## config.mk

```make
export PLATFORM = sky130hd
export DESIGN_NAME = jtpopeye_vtiming
export DESIGN_NICKNAME = d
export VERILOG_FILES = /design/src/rtl/jtpopeye_pkg.sv /design/src/rtl/jtpopeye_vtiming_win.sv /design/src/rtl/jtpopeye_vtiming.sv
export SDC_FILE = /design/constraint.sdc
export NUM_CORES = 1
export LEC_CHECK = 0
export ABC_CLOCK_PERIOD_IN_PS = 4900
export BUFFER_PORTS_ARGS = -buffer_cell sky130_fd_sc_hd__clkbuf_2
export CAP_MARGIN = 40
export CORE_MARGIN = 5
export CORE_UTILIZATION = 45
export CTS_BUF_LIST = sky130_fd_sc_hd__clkbuf_4
export CTS_CLUSTER_DIAMETER = 60
export CTS_CLUSTER_SIZE = 14
export DETAILED_ROUTE_END_ITERATION = 6
export PLACE_DENSITY = 0.7
export SETUP_SLACK_MARGIN = 0.2
export SLEW_MARGIN = 0
export SYNTH_ARGS = -nofsm -noshare
export SYNTH_HDL_FRONTEND = slang
export SYNTH_SLANG_ARGS = --single-unit
```

## constraint.sdc

```tcl
create_clock -name clk -period 4.9 [get_ports clk]
set_input_delay 0.735 -clock clk [delete_from_list [all_inputs] [get_ports clk]]
set_output_delay 0.735 -clock clk [all_outputs]
set_load 0.01 [all_outputs]
```

## src/rtl/jtpopeye_pkg.sv

```systemverilog
// jtpopeye_pkg
// Shared timing constants for the Popeye video timing generator, plus the
// bundle type used to carry the four decoded blank/sync flags.
// No ports.
package jtpopeye_pkg;

    // Horizontal timing, in pixel clocks
    localparam int unsigned HTOTAL_DEF   = 384;
    localparam int unsigned HB_START_DEF = 256;
    localparam int unsigned HB_END_DEF   = 0;
    localparam int unsigned HS_START_DEF = 300;
    localparam int unsigned HS_END_DEF   = 332;

    // Vertical timing, in lines
    localparam int unsigned VTOTAL_DEF   = 264;
    localparam int unsigned VB_START_DEF = 240;
    localparam int unsigned VB_END_DEF   = 8;
    localparam int unsigned VS_START_DEF = 244;
    localparam int unsigned VS_END_DEF   = 248;

    typedef struct packed {
        logic hb;
        logic vb;
        logic hs;
        logic vs;
    } vt_flags_t;

endpackage

```

## src/rtl/jtpopeye_vtiming_win.sv

```systemverilog
// jtpopeye_vtiming_win
// Combinational window comparator: active is high for START <= pos < STOP.
// When START > STOP the window wraps through zero (pos >= START or pos < STOP).
// Ports:
//   pos    - counter value to test (W bits)
//   active - 1 when pos lies inside the window
import jtpopeye_pkg::*;

module jtpopeye_vtiming_win #(
    parameter int unsigned W     = 9,
    parameter int unsigned START = 0,
    parameter int unsigned STOP  = 0
) (
    input  logic [W-1:0] pos,
    output logic         active
);

    localparam logic [W-1:0] S = W'(START);
    localparam logic [W-1:0] E = W'(STOP);
    localparam bit WRAPS = (START > STOP);

    always_comb begin
        active = 1'b0;
        if (WRAPS) begin
            active = (pos >= S) || (pos < E);
        end else begin
            active = (pos >= S) && (pos < E);
        end
    end

endmodule

```

## src/rtl/jtpopeye_vtiming.sv

```systemverilog
// jtpopeye_vtiming
// Video timing generator: raw and flip-adjusted pixel/line counters, blanking,
// sync, line/frame start strobes and frame parity. All state advances only on
// clk edges with pxl_cen high. Every registered flag is decoded from the
// counter value being loaded on the same edge, so flags never lag the counters.
// Optional feature: define JTPOPEYE_VTIMING_FLIP_EN to enable screen flip;
// otherwise flip is ignored and Hf/Vf mirror H/V.
// Ports:
//   clk, rst_n (async, active-low), pxl_cen (pixel enable), flip (flip request)
//   H, V       - raw pixel / line counters
//   Hf, Vf     - counters XORed with the frame-latched flip
//   HB, VB     - blanking (active high);  HS, VS - sync (active high)
//   hinit      - high while H=0;  vinit - high while H=0 and V=0
//   odd        - frame parity, toggles at each vinit
module jtpopeye_vtiming
    import jtpopeye_pkg::*;
#(
    parameter int unsigned HW       = 9,
    parameter int unsigned VW       = 9,
    parameter int unsigned HTOTAL   = HTOTAL_DEF,
    parameter int unsigned HB_START = HB_START_DEF,
    parameter int unsigned HB_END   = HB_END_DEF,
    parameter int unsigned HS_START = HS_START_DEF,
    parameter int unsigned HS_END   = HS_END_DEF,
    parameter int unsigned VTOTAL   = VTOTAL_DEF,
    parameter int unsigned VB_START = VB_START_DEF,
    parameter int unsigned VB_END   = VB_END_DEF,
    parameter int unsigned VS_START = VS_START_DEF,
    parameter int unsigned VS_END   = VS_END_DEF
) (
    input  logic          clk,
    input  logic          rst_n,
    input  logic          pxl_cen,
    input  logic          flip,
    output logic [HW-1:0] H,
    output logic [VW-1:0] V,
    output logic [HW-1:0] Hf,
    output logic [VW-1:0] Vf,
    output logic          HB,
    output logic          VB,
    output logic          HS,
    output logic          VS,
    output logic          hinit,
    output logic          vinit,
    output logic          odd
);

    // Reject impossible timing at elaboration
    localparam bit BAD_H = (HTOTAL == 0) || (64'(HTOTAL) > (64'd1 << HW)) ||
                           (HB_START >= HTOTAL) || (HB_END >= HTOTAL) ||
                           (HS_START >= HTOTAL) || (HS_END >= HTOTAL);
    localparam bit BAD_V = (VTOTAL == 0) || (64'(VTOTAL) > (64'd1 << VW)) ||
                           (VB_START >= VTOTAL) || (VB_END >= VTOTAL) ||
                           (VS_START >= VTOTAL) || (VS_END >= VTOTAL);

    generate
        if (BAD_H || BAD_V) begin : g_bad_params
            $error("jtpopeye_vtiming: illegal timing parameter set");
        end
    endgenerate

    localparam logic [HW-1:0] H_LAST = HW'(HTOTAL - 1);
    localparam logic [VW-1:0] V_LAST = VW'(VTOTAL - 1);

    logic [HW-1:0] h_nxt;
    logic [VW-1:0] v_nxt;
    logic          hinit_nxt;
    logic          vinit_nxt;
    vt_flags_t     flags_nxt;

    always_comb begin
        h_nxt = H + HW'(1);
        v_nxt = V;
        if (H == H_LAST) begin
            h_nxt = '0;
            v_nxt = (V == V_LAST) ? '0 : V + VW'(1);
        end
        hinit_nxt = (h_nxt == '0);
        vinit_nxt = hinit_nxt && (v_nxt == '0);
    end

    // Windows look at the next counter values so the flags register in step
    jtpopeye_vtiming_win #(.W(HW), .START(HB_START), .STOP(HB_END)) u_hb (
        .pos    (h_nxt),
        .active (flags_nxt.hb)
    );

    jtpopeye_vtiming_win #(.W(VW), .START(VB_START), .STOP(VB_END)) u_vb (
        .pos    (v_nxt),
        .active (flags_nxt.vb)
    );

    jtpopeye_vtiming_win #(.W(HW), .START(HS_START), .STOP(HS_END)) u_hs (
        .pos    (h_nxt),
        .active (flags_nxt.hs)
    );

    jtpopeye_vtiming_win #(.W(VW), .START(VS_START), .STOP(VS_END)) u_vs (
        .pos    (v_nxt),
        .active (flags_nxt.vs)
    );

    always_ff @(posedge clk or negedge rst_n) begin
        if (!rst_n) begin
            H     <= '0;
            V     <= '0;
            HB    <= 1'b0;
            VB    <= 1'b0;
            HS    <= 1'b0;
            VS    <= 1'b0;
            hinit <= 1'b0;
            vinit <= 1'b0;
            odd   <= 1'b0;
        end else if (pxl_cen) begin
            H     <= h_nxt;
            V     <= v_nxt;
            HB    <= flags_nxt.hb;
            VB    <= flags_nxt.vb;
            HS    <= flags_nxt.hs;
            VS    <= flags_nxt.vs;
            hinit <= hinit_nxt;
            vinit <= vinit_nxt;
            odd   <= odd ^ vinit_nxt;
        end
    end

`ifdef JTPOPEYE_VTIMING_FLIP_EN
    // Flip only changes at frame start so a frame is never drawn half flipped
    logic flip_l;

    always_ff @(posedge clk or negedge rst_n) begin
        if (!rst_n) begin
            flip_l <= 1'b0;
        end else if (pxl_cen && vinit_nxt) begin
            flip_l <= flip;
        end
    end

    assign Hf = H ^ {HW{flip_l}};
    assign Vf = V ^ {VW{flip_l}};
`else
    logic unused_flip;
    assign unused_flip = flip;

    assign Hf = H;
    assign Vf = V;
`endif

endmodule

```

==> key figures <==
Min path
  – Hold crit path type: primary input to async pin

CTS
  – Max H-tree Level: 1
  – Clk pin slew, worst setup/hold paths: 150 ps
  – Hold buffers post-CTS: 0
  – Clk root buf: clkbuf_4
  – TritonCTS clock tree: yes
  – Maximum root-to-sink buffer count: 2
  – Post-CTS Setup Inserts: 0
  – TritonCTS Buffers: 3
  – CTS sink cnt: 25
  – Clk Latency, worst-skew pair: 330 ps
  – Resized Gates After CTS: 0

Floorplan
  – Std cell rows: 23
  – Initial core utilization: 45.5%
  – Height of the chip: 73.1 um
  – DIE WIDTH: 73.1 um
  – IO Count: 47
  – Core footprint: 3940 um^2
  – Die area: 5350 um^2

Timing
  – Maximum clock frequency: 348 MHz
  – Final setup viols: 0
  – Final Slew Violations: 0
  – Setup_tns: 0 ps
  – Post-layout minimum cycle time: 2880 ps
  – Hold Vio Cnt, Final: 0
  – Worst slew margin: 57.9%
  – Slew @ Worst Pin: 631 ps
  – Unrepaired setup endpoints after global routing: false
  – Worst Skew: 7.55 ps
  – Final Cycle Share: 58.7%

Setup path
  – Crit path max fanout: 16
  – Cell Chain, Critical Path: ha_1 -> nand3b_2 -> nor3_2 -> a41oi_1 -> nor4b_1 -> nand4b_1 -> xnor2_1
  – Worst path slowest cell: dfrtp_1
  – Critical Path AT: 3110 ps
  – Cells on worst reg2reg path: 7
  – Crit path launch type: flop
  – CP max stage delay: 570 ps
  – Critical setup path kind: flop to flop
  – Critical Path Sink: odd$_DFFE_PN0P_
  – CP startpoint: H[1]$_DFFE_PN0P_
  – Internal reg-to-reg setup slack: 2020 ps
  – CP required: 5130 ps
  – RR Endpoint: odd$_DFFE_PN0P_
  – Reg2Reg Launch Point: H[1]$_DFFE_PN0P_
  – Setup crit end kind: flop

Logic synthesis
  – Asr flop ratio synth: 100%
  – Post-synth top area cell: dfrtp_1
  – Post-synth top flop: dfrtp_1
  – Number of flops mapped to enable cells by yosys: 0
  – Seq/Total Area, Yosys: 34.9%
  – Top cells by area, synth: dfrtp_1 35%, buf_4 8.4%, xnor2_1 4.9%
  – Mapped Area: 1790 um^2
  – Cells after synthesis: 205
  – Yosys reg bits: 25
  – Synth cell types: 52
  – Most frequent cells after synthesis: 25 x dfrtp_1, 20 x buf_4, 19 x nor2_1
  – Synthesis Warnings: 0
  – Syn nets: 211
  – Synthesized area per cell: 8.75 um^2
  – Yosys top cell area share: 34.9%
  – Most frequent cell after synthesis: dfrtp_1

Pwr
  – Leakage power: 0.826 nW
  – Total Power: 0.710 mW
  – Max rail drop VDD: 0.187 mV
  – Pwr per Cell Area: 374 nW/um^2

Detailed routing
  – Final ANT Viol Nets: 0
  – Drt wl/cell: 14.6 um
  – Routed WL: 3.98 mm
  – Router iterations before antenna repair: 4
  – Vias: 1533
  – Initial DRC Count: 183
  – Vias/cell: 5.64
  – Drc violations: 0

Global routing
  – Antenna violations before repair: 0
  – Vias in the first global route: 1488
  – GRT overflow: 0
  – Pin count of the biggest net entering global routing: 26
  – First-pass GRT wire length: 6.98 mm
  – GRT Resource Usage Total: 16.1%

Place
  – PortBufs: 45
  – Placer Congestion: 0.872
  – Placed Cells: 268
  – Hpwl dp: 2.86 mm

Cells and area
  – Finished Layout Cells: 272
  – Layout Nets: 229
  – Layout cells sized above 1: 27.5%
  – Antenna diodes: 0
  – Fillers: 407
  – Area Overhead vs Synth: 5.65%

Run status
  – Status: finished, final reports clean

Job
  – Max-cap viol count: 0
## stage by stage
stage,utilization [%],cell area [um^2],hold WS [ps],setup slack [ps]
after floorplan,-,1790,439,2820
after global placement,47.4,1870,464,2100
after detailed placement,47.4,1870,466,2030
after CTS,48.1,1900,408,2030
after global routing,48.1,1900,437,1690
final,48.1,1900,386,2020
## worst min path at each step
stage                                from  depth (start not counted)  slack (ps)                end
final                               rst_n                          1         390   H[2]$_DFFE_PN0P_
after global routing                rst_n                          1         440   H[2]$_DFFE_PN0P_
after CTS                           rst_n                          1         410  hinit$_DFFE_PN0P_
after detailed placement  odd$_DFFE_PN0P_                          1         470    odd$_DFFE_PN0P_
after global placement     HB$_DFFE_PN0P_                          1         460     HB$_DFFE_PN0P_
after floorplan                     rst_n                          0         440     HB$_DFFE_PN0P_
## logic make-up (layout without fill, tap and decap cells)
family | Yosys count | in the layout | synth area share, %
buf+inv | 39 | 56 | 13.4
mux | 7 | 7 | 4.11
flops | 25 | 25 | 34.9
compound gates | 36 | 36 | 13.9
simple gates | 80 | 80 | 24.5
xor+xnor | 16 | 16 | 7.81
fa+ha+maj | 2 | 2 | 1.39
## report_power, final
part | leakage (nW) | internal [mW] | switching (mW) | total (mW)
clock network | 0.0177 | 0.0307 | 0.0675 | 0.0982
registers | 0.302 | 0.241 | 0.0961 | 0.337
logic | 0.506 | 0.126 | 0.149 | 0.275
## critical path: cells and delay by family, from the launching register on
kind	cells	cell delay, ps
xor gates and xnor gates	1	170
DFF	1	570
AOI/OAI and AO/OA	1	120
adders and majority gates	1	560
and+or+nand+nor	4	1360
## layout make-up
type	count	area [um^2]	share of cell area (%)
flip-flops and latches	25	626	33.0
clock buffers	3	22.5	1.19
clock inverters	1	5.00	0.264
multi-input cells	141	928	49.0
repair buffers	45	225	11.9
inverters	7	26.3	1.39
well taps	50	62.6	3.30
## sequential cells by signal, summed over array words and instances (netlist names)
register / flops
HS: 1
VS: 1
H: 9
V: 9
hinit: 1
vinit: 1
VB: 1
odd: 1
HB: 1
## routing by layer
layer,wire length [um],track usage (%),vias to the layer above
met5,0,0,-
li1,-,-,747
met4,34,3.48,0
met1,1720,21.0,734
met3,247,3.31,4
met2,1990,27.4,48
## cell usage in the layout, fill, tap and decap left out, types with 3 or more instances in the layout
master and n:
xor2_1 6, nand4_1 7, inv_1 7, nor4_1 3, nor3_1 6, and3_1 3
xnor2_1 10, clkbuf_4 3, nor2_1 19, a31oi_1 4, mux2_2 3, nand3_1 9
dfrtp_1 25, clkbuf_2 45, a21oi_1 6, nand2_1 14, mux2i_1 4, o21ai_0 6
o21a_1 3
Power figures use the tool's default switching activity.
